==> src/rtl/huffman_tree_builder.sv <==
// huffman_tree_builder: assigns canonical codes from serial code lengths and writes the {node,bit} decode table
module huffman_tree_builder #(
  parameter int NUMCODES = 288,
  parameter int OUTWIDTH = 10,
  parameter int MAXLEN = 15,
  localparam int SW = $clog2(NUMCODES + 1),
  localparam int AW = $clog2(2 * NUMCODES)
) (
  input  logic                clk,
  input  logic                rst,
  input  logic                istart,
  input  logic [SW-1:0]       inum,
  input  logic                ien,
  input  logic [3:0]          ilen,
  output logic                obusy,
  output logic                odone,
  output logic                oerr,
  output logic                wen,
  output logic [AW-1:0]       waddr,
  output logic [OUTWIDTH-1:0] wdata,
  output logic [AW-1:0]       rdaddr,
  input  logic [OUTWIDTH-1:0] rddata
);
  localparam logic [2:0] IDLE = 3'd0, LOAD = 3'd1, CLEAR = 3'd2, NEXTC = 3'd3, WALK = 3'd4;
  localparam int LW = $clog2(NUMCODES);
  localparam int TW = AW - 1;
  localparam int CW = MAXLEN + 1;
  localparam logic [OUTWIDTH-1:0] S = '1;
  logic [2:0] state;
  logic [SW-1:0] num, sym;
  logic [AW-1:0] cnt;
  logic [3:0] b, bitn, len, bi;
  logic [TW-1:0] treepos, node;
  logic [CW-1:0] code, prev, nc, cur;
  logic ph, cbit, last, sym_end;
  logic [3:0] lens [NUMCODES];
  logic [SW-1:0] bl_count [1:MAXLEN];
  logic [CW-1:0] next_code [1:MAXLEN];
  assign obusy = state != IDLE;
  // symbols beyond inum behave as unused, so the walk never needs lens cleared
  always_comb begin
    len = sym < num ? lens[LW'(sym)] : 4'd0;
    cur = len != 4'd0 ? next_code[len] : '0;
    bi = len - bitn - 4'd1;
    cbit = cur[bi];
    last = bitn == len - 4'd1;
    sym_end = sym == SW'(NUMCODES - 1);
    prev = b > 4'd1 ? CW'(bl_count[b - 4'd1]) : '0;
    nc = (code + prev) << 1;
    rdaddr = state == WALK ? {treepos, cbit} : '0;
  end
  always_ff @(posedge clk)
    if (!istart && state == LOAD && ien && int'(ilen) <= MAXLEN) lens[LW'(sym)] <= ilen;
  always_ff @(posedge clk or posedge rst) begin
    if (rst) begin
      state <= IDLE;
      num <= '0;
      sym <= '0;
      cnt <= '0;
      b <= '0;
      bitn <= '0;
      treepos <= '0;
      node <= '0;
      code <= '0;
      ph <= 1'b0;
      odone <= 1'b0;
      oerr <= 1'b0;
      wen <= 1'b0;
      waddr <= '0;
      wdata <= '0;
      for (int k = 1; k <= MAXLEN; k++) begin
        bl_count[k] <= '0;
        next_code[k] <= '0;
      end
    end else begin
      odone <= 1'b0;
      oerr <= 1'b0;
      wen <= 1'b0;
      if (istart) begin
        state <= inum == '0 ? CLEAR : LOAD;
        num <= inum;
        sym <= '0;
        node <= '0;
        cnt <= '0;
        for (int k = 1; k <= MAXLEN; k++) bl_count[k] <= '0;
      end else begin
        case (state)
          LOAD: if (ien) begin
            if (int'(ilen) > MAXLEN) begin
              oerr <= 1'b1;
              state <= IDLE;
            end else begin
              if (ilen != 4'd0) bl_count[ilen] <= bl_count[ilen] + 1'b1;
              sym <= sym + 1'b1;
              if (sym + 1'b1 == num) state <= CLEAR;
            end
          end
          CLEAR: begin
            wen <= 1'b1;
            waddr <= cnt;
            wdata <= S;
            cnt <= cnt + 1'b1;
            if (cnt == AW'(2 * NUMCODES - 1)) begin
              state <= NEXTC;
              b <= 4'd1;
              code <= '0;
            end
          end
          NEXTC: begin
            code <= nc;
            next_code[b] <= nc;
            b <= b + 4'd1;
            if (b == 4'(MAXLEN)) begin
              state <= WALK;
              sym <= '0;
              treepos <= '0;
              bitn <= '0;
              ph <= 1'b0;
            end
          end
          WALK: if (!ph) begin
            if (len == 4'd0) begin
              sym <= sym + 1'b1;
              if (sym_end) begin
                odone <= 1'b1;
                state <= IDLE;
              end
            end else ph <= 1'b1;
          end else begin
            ph <= 1'b0;
            // the branch taken depends on what earlier codes already placed at {treepos,bit}
            if (rddata == S && last) begin
              wen <= 1'b1;
              waddr <= {treepos, cbit};
              wdata <= OUTWIDTH'(sym);
              treepos <= '0;
              bitn <= '0;
              next_code[len] <= next_code[len] + 1'b1;
              sym <= sym + 1'b1;
              if (sym_end) begin
                odone <= 1'b1;
                state <= IDLE;
              end
            end else if (rddata == S && int'(node) < NUMCODES - 2) begin
              node <= node + 1'b1;
              wen <= 1'b1;
              waddr <= {treepos, cbit};
              wdata <= OUTWIDTH'(NUMCODES + int'(node) + 1);
              treepos <= node + 1'b1;
              bitn <= bitn + 4'd1;
            end else if (rddata != S && rddata >= OUTWIDTH'(NUMCODES) && !last) begin
              treepos <= TW'(rddata - OUTWIDTH'(NUMCODES));
              bitn <= bitn + 4'd1;
            end else begin
              oerr <= 1'b1;
              state <= IDLE;
            end
          end
          default: ;
        endcase
      end
    end
  end
endmodule

==> config.mk <==
export PLATFORM = sky130hd
export DESIGN_NAME = huffman_tree_builder
export DESIGN_NICKNAME = d
export VERILOG_FILES = /design/src/rtl/huffman_tree_builder.sv
export SDC_FILE = /design/constraint.sdc
export NUM_CORES = 2
export LEC_CHECK = 0
export CORE_ASPECT_RATIO = 0.6
export CORE_MARGIN = 2
export CORE_UTILIZATION = 57
export CTS_CLUSTER_DIAMETER = 80
export DETAILED_ROUTE_END_ITERATION = 7
export PLACE_DENSITY = 0.86
export SYNTH_ARGS = -nofsm -noshare
export SYNTH_HDL_FRONTEND = slang
export SYNTH_SLANG_ARGS = --single-unit
==> constraint.sdc <==
create_clock -name clk -period 15.9 [get_ports clk]
set_clock_uncertainty 0.05 [all_clocks]
set_input_delay 3.975 -clock clk [delete_from_list [all_inputs] [get_ports clk]]
set_output_delay 3.975 -clock clk [all_outputs]
set_load 0.1 [all_outputs]
## Word level (Yosys, flattened, before mapping)

Memories as Yosys holds them, arrays and structs flattened.
Index checks and enable logic that the tools add are counted.

| operators by class | value |
|---|---|
| add/subtract/negate cells | 15 |
| order comparisons | 12 |
| reductions and logical operators | 37 |
| mux-type cells | 104 |
| equal/unequal tests | 26 |
| bitwise operators | 5 |

Operators by type and width:

| operator | number |
|---|---|
| $mux W135 | 4 |
| $bwmux W240 | 2 |
| $mux W240 | 2 |
| $pmux W240 S2 | 1 |
| $mux W9 | 21 |
| $bwmux W135 | 1 |
| $demux W16 S4 | 2 |
| $mux W10 | 9 |
| $mux W16 | 5 |
| $bmux W9 S4 | 2 |
| $bmux W16 S4 | 1 |
| $pmux W10 S2 | 2 |
| $demux W9 S4 | 1 |
| $mux W3 | 11 |
| $pmux W15 S2 | 1 |
| $mux W4 | 7 |
| $add A9 B1 Y9 const B | 3 |
| $pmux W9 S3 | 1 |
| $mux W1 | 22 |
| $add A10 B1 Y10 const B | 2 |
| $eq A10 B10 Y1 const B | 2 |
| $ge A5 B5 Y1 const B | 4 |
| $not A4 Y5 | 4 |
| $reduce_bool A2 Y1 | 10 |
| 48 further kinds | 79 |

| word-level totals | value |
|---|---|
| memories | 1 |
| word-level logic and storage cells | 245 |
| bits of input ports | 27 |
| RAM bits | 1152 |
| flip-flop bits (word level) | 471 |

Memories:

| memory | depth | bits a word | read ports | clocked after Yosys merged registers in | wr ports | line | text |
|---|---|---|---|---|---|---|---|
| lens | 288 | 4 | 1 | 0 | 1 | 36 | `logic [3:0] lens [NUMCODES];` |

## Longest topological paths before layout

| depth | value |
|---|---|
| depth after elaboration | 13 |
| depth in mapped cells | 31 |

## Worst setup path after synthesis

OpenSTA, ideal clock, no wires.

| timing | value |
|---|---|
| path type | register -> output |
| start | reg sym[0] |
| end | out rdaddr[0] |
| slack | 4315 ps |
| path buffers | 7 |
| stages on the path, launching flop included | 21 |
| data required time | 11875 ps |
| arrival time | 7560 ps |
| cell sequence | dfrtp_1 > buf_6 > buf_6 > buf_4 > buf_6 > mux4_2 > mux2i_1 > nand2_1 > a31o_1 > nor3_2 > a21oi_4 > buf_2 > buf_2 > buf_2 > ha_1 > fa_1 > xnor2_1 > nand2_1 > o211ai_1 > a32oi_1 > o41ai_1 |

| on the way | value |
|---|---|
| cells in the longest elaborated chain, start to end | 10 |
| elaborated cells on any way between the ends | 14 |

RTL lines:

| element | line | text |
|---|---|---|
| start: declaration | 30 | `logic [SW-1:0] num, sym;` |
| start signal: assignment | 94 | `sym <= sym + 1'b1;` |
| start signal: assignment | 123 | `sym <= sym + 1'b1;` |
| start signal: assignment | 139 | `sym <= sym + 1'b1;` |
| $mem_v2 Z288 W4 or $lt A9 B9 Y1 (tied branches) | -- |  |
| $mux W4 (*) | 42 | `len = sym < num ? lens[LW'(sym)] : 4'd0;` |
| parallel branches: the longest is 5 deep, another holds $sub A4 B4 Y4 | -- |  |
| $bmux W1 S4 (*) | 45 | `cbit = cur[bi];` |
| $mux W1 (implied by the code) (*) | 45 |  |
| $mux W10 (*) | 50 | `rdaddr = state == WALK ? {treepos, cbit} : '0;` |
| end: declaration | 21 | `output logic [AW-1:0] rdaddr,` |

Mark *: on every way between the ends. The select of a mux whose other input is x is not followed.

## Worst setup path in the final report

Same ends and word-level chain as after synthesis.

==> flow_metrics.tcl <==
set metrics [dict create \
    stdcell_count 6922 \
    critical_path_class "reg2out" \
    grt_max_degree 211 \
    dieWidth_um 464 \
    outcome "complete, but fails checks" \
    grt_first_pass_wirelength_mm 337 \
    endpoint_kind "output port" \
    die_area_um2 130000 \
    holdCritStartpoint "waddr[2]$_DFFE_PP0P_" \
    yosysWarningCount 0 \
    startpoint_type "flip-flop" \
    synthesis.nets 5213 \
    async_flop_share_pct 29.0 \
    slew_headroom_pct 5.05 \
    seqPwrFrac_pct 39.8 \
    maxCapViolCount 0 \
    power.total_mw 12.2 \
    syn_inst 5144 \
    synth_cell_types 102 \
    seq_area_frac_synth_pct 64.1 \
    synth_ff_type "edfxtp_1" \
    dieHeight_um 280 \
    cts_buffers 144 \
    drive_above_1_share_pct 14.8 \
    drt_iter0_drc 9795 \
    fin_util_pct 62.8 \
    combPwrFrac_pct 30.5 \
    hold_viol_final 0 \
    r2r_start "sym[0]$_DFFE_PP0P_" \
    coreArea_um2 126000 \
    p_clk_share_pct 29.7 \
    detailed_place_hpwl_mm 150 \
    wire_per_inst_um 33.7 \
    clkLatencyLatePin_ns 0.81 \
    rsz0062_at_grt "no" \
    critPathMaxStageDelay_ns 1.30 \
    htree_levels 4 \
    holdWs_ns 0.428 \
    violations "DRC" \
    final.min_clock_period_ns 13.93 \
    path_clk_slew_ns 0.06 \
    dpl-instance-area_um2 74400 \
    startpoint "sym[0]$_DFFE_PP0P_" \
    post-place-ws_ns 3.33 \
    drtAntennaViolNets 0 \
    power_leakage_nw 27.2 \
    required_ns 11.88 \
    vdd.ir_drop.worst_uv 144 \
    post_cts_resize_count 0 \
    fmax_mhz 71.8 \
    grt-busiest-layer "met1" \
    antenna_found_initial 7 \
    avgSynthCellArea_um2 14.1 \
    cts_root_buffer "clkbuf_16" \
    clock_sinks 1622 \
    reg2regPathDepth 24 \
    met2_usage_pct 46.0 \
    netSwitchingFraction_pct 35.8 \
    drt-total-wl_mm 233 \
    initial_core_util_pct 57.3 \
    syn_to_final_growth_pct 9.56 \
    crit_top_cell "buf_4" \
    final_max_slew_viol_count 0 \
    first_global_vias 48200 \
    post-route-period-util_pct 87.6 \
    hold_end "waddr[2]$_DFFE_PP0P_" \
    rows 101 \
    cts_tree "done" \
    cp_max_fo 38 \
    ctsHoldBuffers 0 \
    cts_buffer_depth 3 \
    worstHoldPathType "reg2reg" \
    ioPinCount 61 \
    nNetsFinal 5169 \
    fin_area_um2 79200 \
    tns_ns 0 \
    path_cells "buf_4 -> nor2b_4 -> a2111oi_0 -> nor4_1 -> o311ai_1 -> nor3_2 -> buf_4 -> a21oi_4 -> buf_4 -> inv_2 -> buf_4 -> mux2i_1 -> a22oi_1 -> and4b_1 -> nand2b_1 -> a32oi_1 -> o41ai_1 -> clkdlybuf4s50_1" \
    r2r-end "next_code[205]$_DFFE_PP0P_" \
    track_usage_pct 35.6 \
    hold_depth 2 \
    syn_area_um2 72300 \
    powerDensity_nw_per_um2 154 \
    drc 3 \
    use_met1_pct 51.2 \
    synth-edff-count 1152 \
    setup_viol 0 \
    critPathSlowestCell "clkdlybuf4s50_1" \
    ys_ff_latch 1622 \
    grt_overflow 0 \
    io_buffers 60 \
    worst_slack_ns 1.97 \
    post-cts-setup-buffers 0 \
    vias_per_cell 7.32 \
    tightest_slew_ns 1.42 \
    arrival_ns 9.91 \
    place_inst 6653 \
    p_int_mw 7.82 \
    p_switching_mw 4.37 \
    num_vias 50600 \
    place.gp.congestion 1.05 \
    dr.pass1.iters 8 \
    rrSetupSlack_ns 6.30 \
    use_met3_pct 19.5 \
]
[power groups by stage]
stage               sequential [mW]  combinational (mW)  clock (mW)
floorplan                      4.88                2.37           0
global placement               4.92                3.47           0
detailed placement             4.92                3.52           0
CTS                            4.83                3.54        3.61
global route                   4.85                3.80        3.77
finish                         4.85                3.73        3.62
[cell type report]
class                   instances  area [um2]
diodes                          3        7.51
clock buffers                 185        3950
clock inverters                81         808
fillers                      8921       46900
inverters                      51         198
multi-input cells            3086       24100
flip-flops and latches       1622       46400
well taps                    1699        2130
repair buffers                195        1690
[cell usage after synthesis (8+ instances only)]
library cell     n  share of area [%]
and2_1          21               0.18
a22oi_1        207                2.1
o31ai_1         19               0.20
mux2_2          65                1.0
a22o_1          88                1.1
or3_1            8              0.069
o211a_1         10               0.14
mux2i_1        274                3.8
nor4_1          13               0.11
ha_1            40               0.69
a211oi_1        29               0.30
buf_2           79               0.55
buf_6           26               0.41
nand3_1        124               0.86
or2_2           10              0.087
nor3_1          45               0.31
dfrtp_1        470                 16
o21ai_1         49               0.34
and3_1          32               0.28
clkbuf_1       228                1.2
a32oi_1         51               0.62
nand2_1        366                1.9
inv_1           49               0.25
nand4_1         39               0.34
a2111oi_0        8              0.097
nor2_1         505                2.6
edfxtp_1      1152                 48
mux4_2         263                8.2
a21oi_1        131               0.91
a31oi_1         29               0.25
nand2b_1        14               0.12
xnor2_1         43               0.52
o21ai_0        280                1.9
buf_4           25               0.26
nor2b_1         19               0.16
o22ai_1         32               0.28
o211ai_1        28               0.29
a221o_1         25               0.35
o221ai_1        34               0.41
buf_1           26               0.13
xor2_1          37               0.45
a221oi_1        12               0.15
[flip-flops by register name, summed over array words and instances, names as in the netlist, 3 cells and up]
signal and count:
bitn 4, state 3, num 9, wdata 10, code 14, next_code 240, b 4, sym 9
bl_count 135, node 9, treepos 9, waddr 10, lens 1152, cnt 10
[worst max-delay path by stage]
| stage | to | slack [ns] | depth (start not counted) |
|---|---|---|---|
| finish | rdaddr[0] | 1.97 | 18 |
| CTS | rdaddr[0] | 2.40 | 18 |
| detailed placement | rdaddr[0] | 3.33 | 18 |
| global placement | rdaddr[0] | 3.32 | 19 |
| global route | rdaddr[0] | 1.88 | 19 |
| floorplan | rdaddr[0] | 4.31 | 20 |
[cells by family (layout without fill, tap and decap cells)]
| logic type | after synthesis | count (layout) | share of synthesized area [%] |
|---|---|---|---|
| muxes | 603 | 603 | 13.0 |
| xor gates and xnor gates | 81 | 81 | 0.992 |
| DFF | 1622 | 1622 | 64.1 |
| and+or+nand+nor | 1243 | 1243 | 7.71 |
| buffers and inverters | 436 | 512 | 2.81 |
| AOI/OAI and AO/OA | 1117 | 1117 | 10.6 |
| adders and majority gates | 42 | 42 | 0.748 |
| other | 0 | 3 | 0 |
[critical path, delay by kind of cell (launching register included)]
family | cells | cell delay (ns)
flops | 1 | 1.02
buf+inv | 6 | 3.19
mux | 1 | 0.13
compound gates | 6 | 2.33
simple gates | 5 | 2.38
[cells in the final DEF, fill, tap and decap left out, drive strengths merged, types with 66 or more instances in the layout]
| cell | n |
|---|---|
| a22o | 88 |
| o21ai | 334 |
| nor2 | 508 |
| edfxtp | 1152 |
| buf | 139 |
| a22oi | 207 |
| nand3 | 126 |
| mux4 | 263 |
| mux2i | 274 |
| dfrtp | 470 |
| a21oi | 132 |
| nand2 | 366 |
| mux2 | 66 |
| clkbuf | 186 |
[routing by layer]
metal | vias to the layer above | part of all wire [%]
met5 | - | 0.12
met4 | 20 | 3.4
met3 | 711 | 20
met2 | 4889 | 39
met1 | 25200 | 37
li1 | 19900 | -
Note: power is estimated with default switching activity, not from simulation.
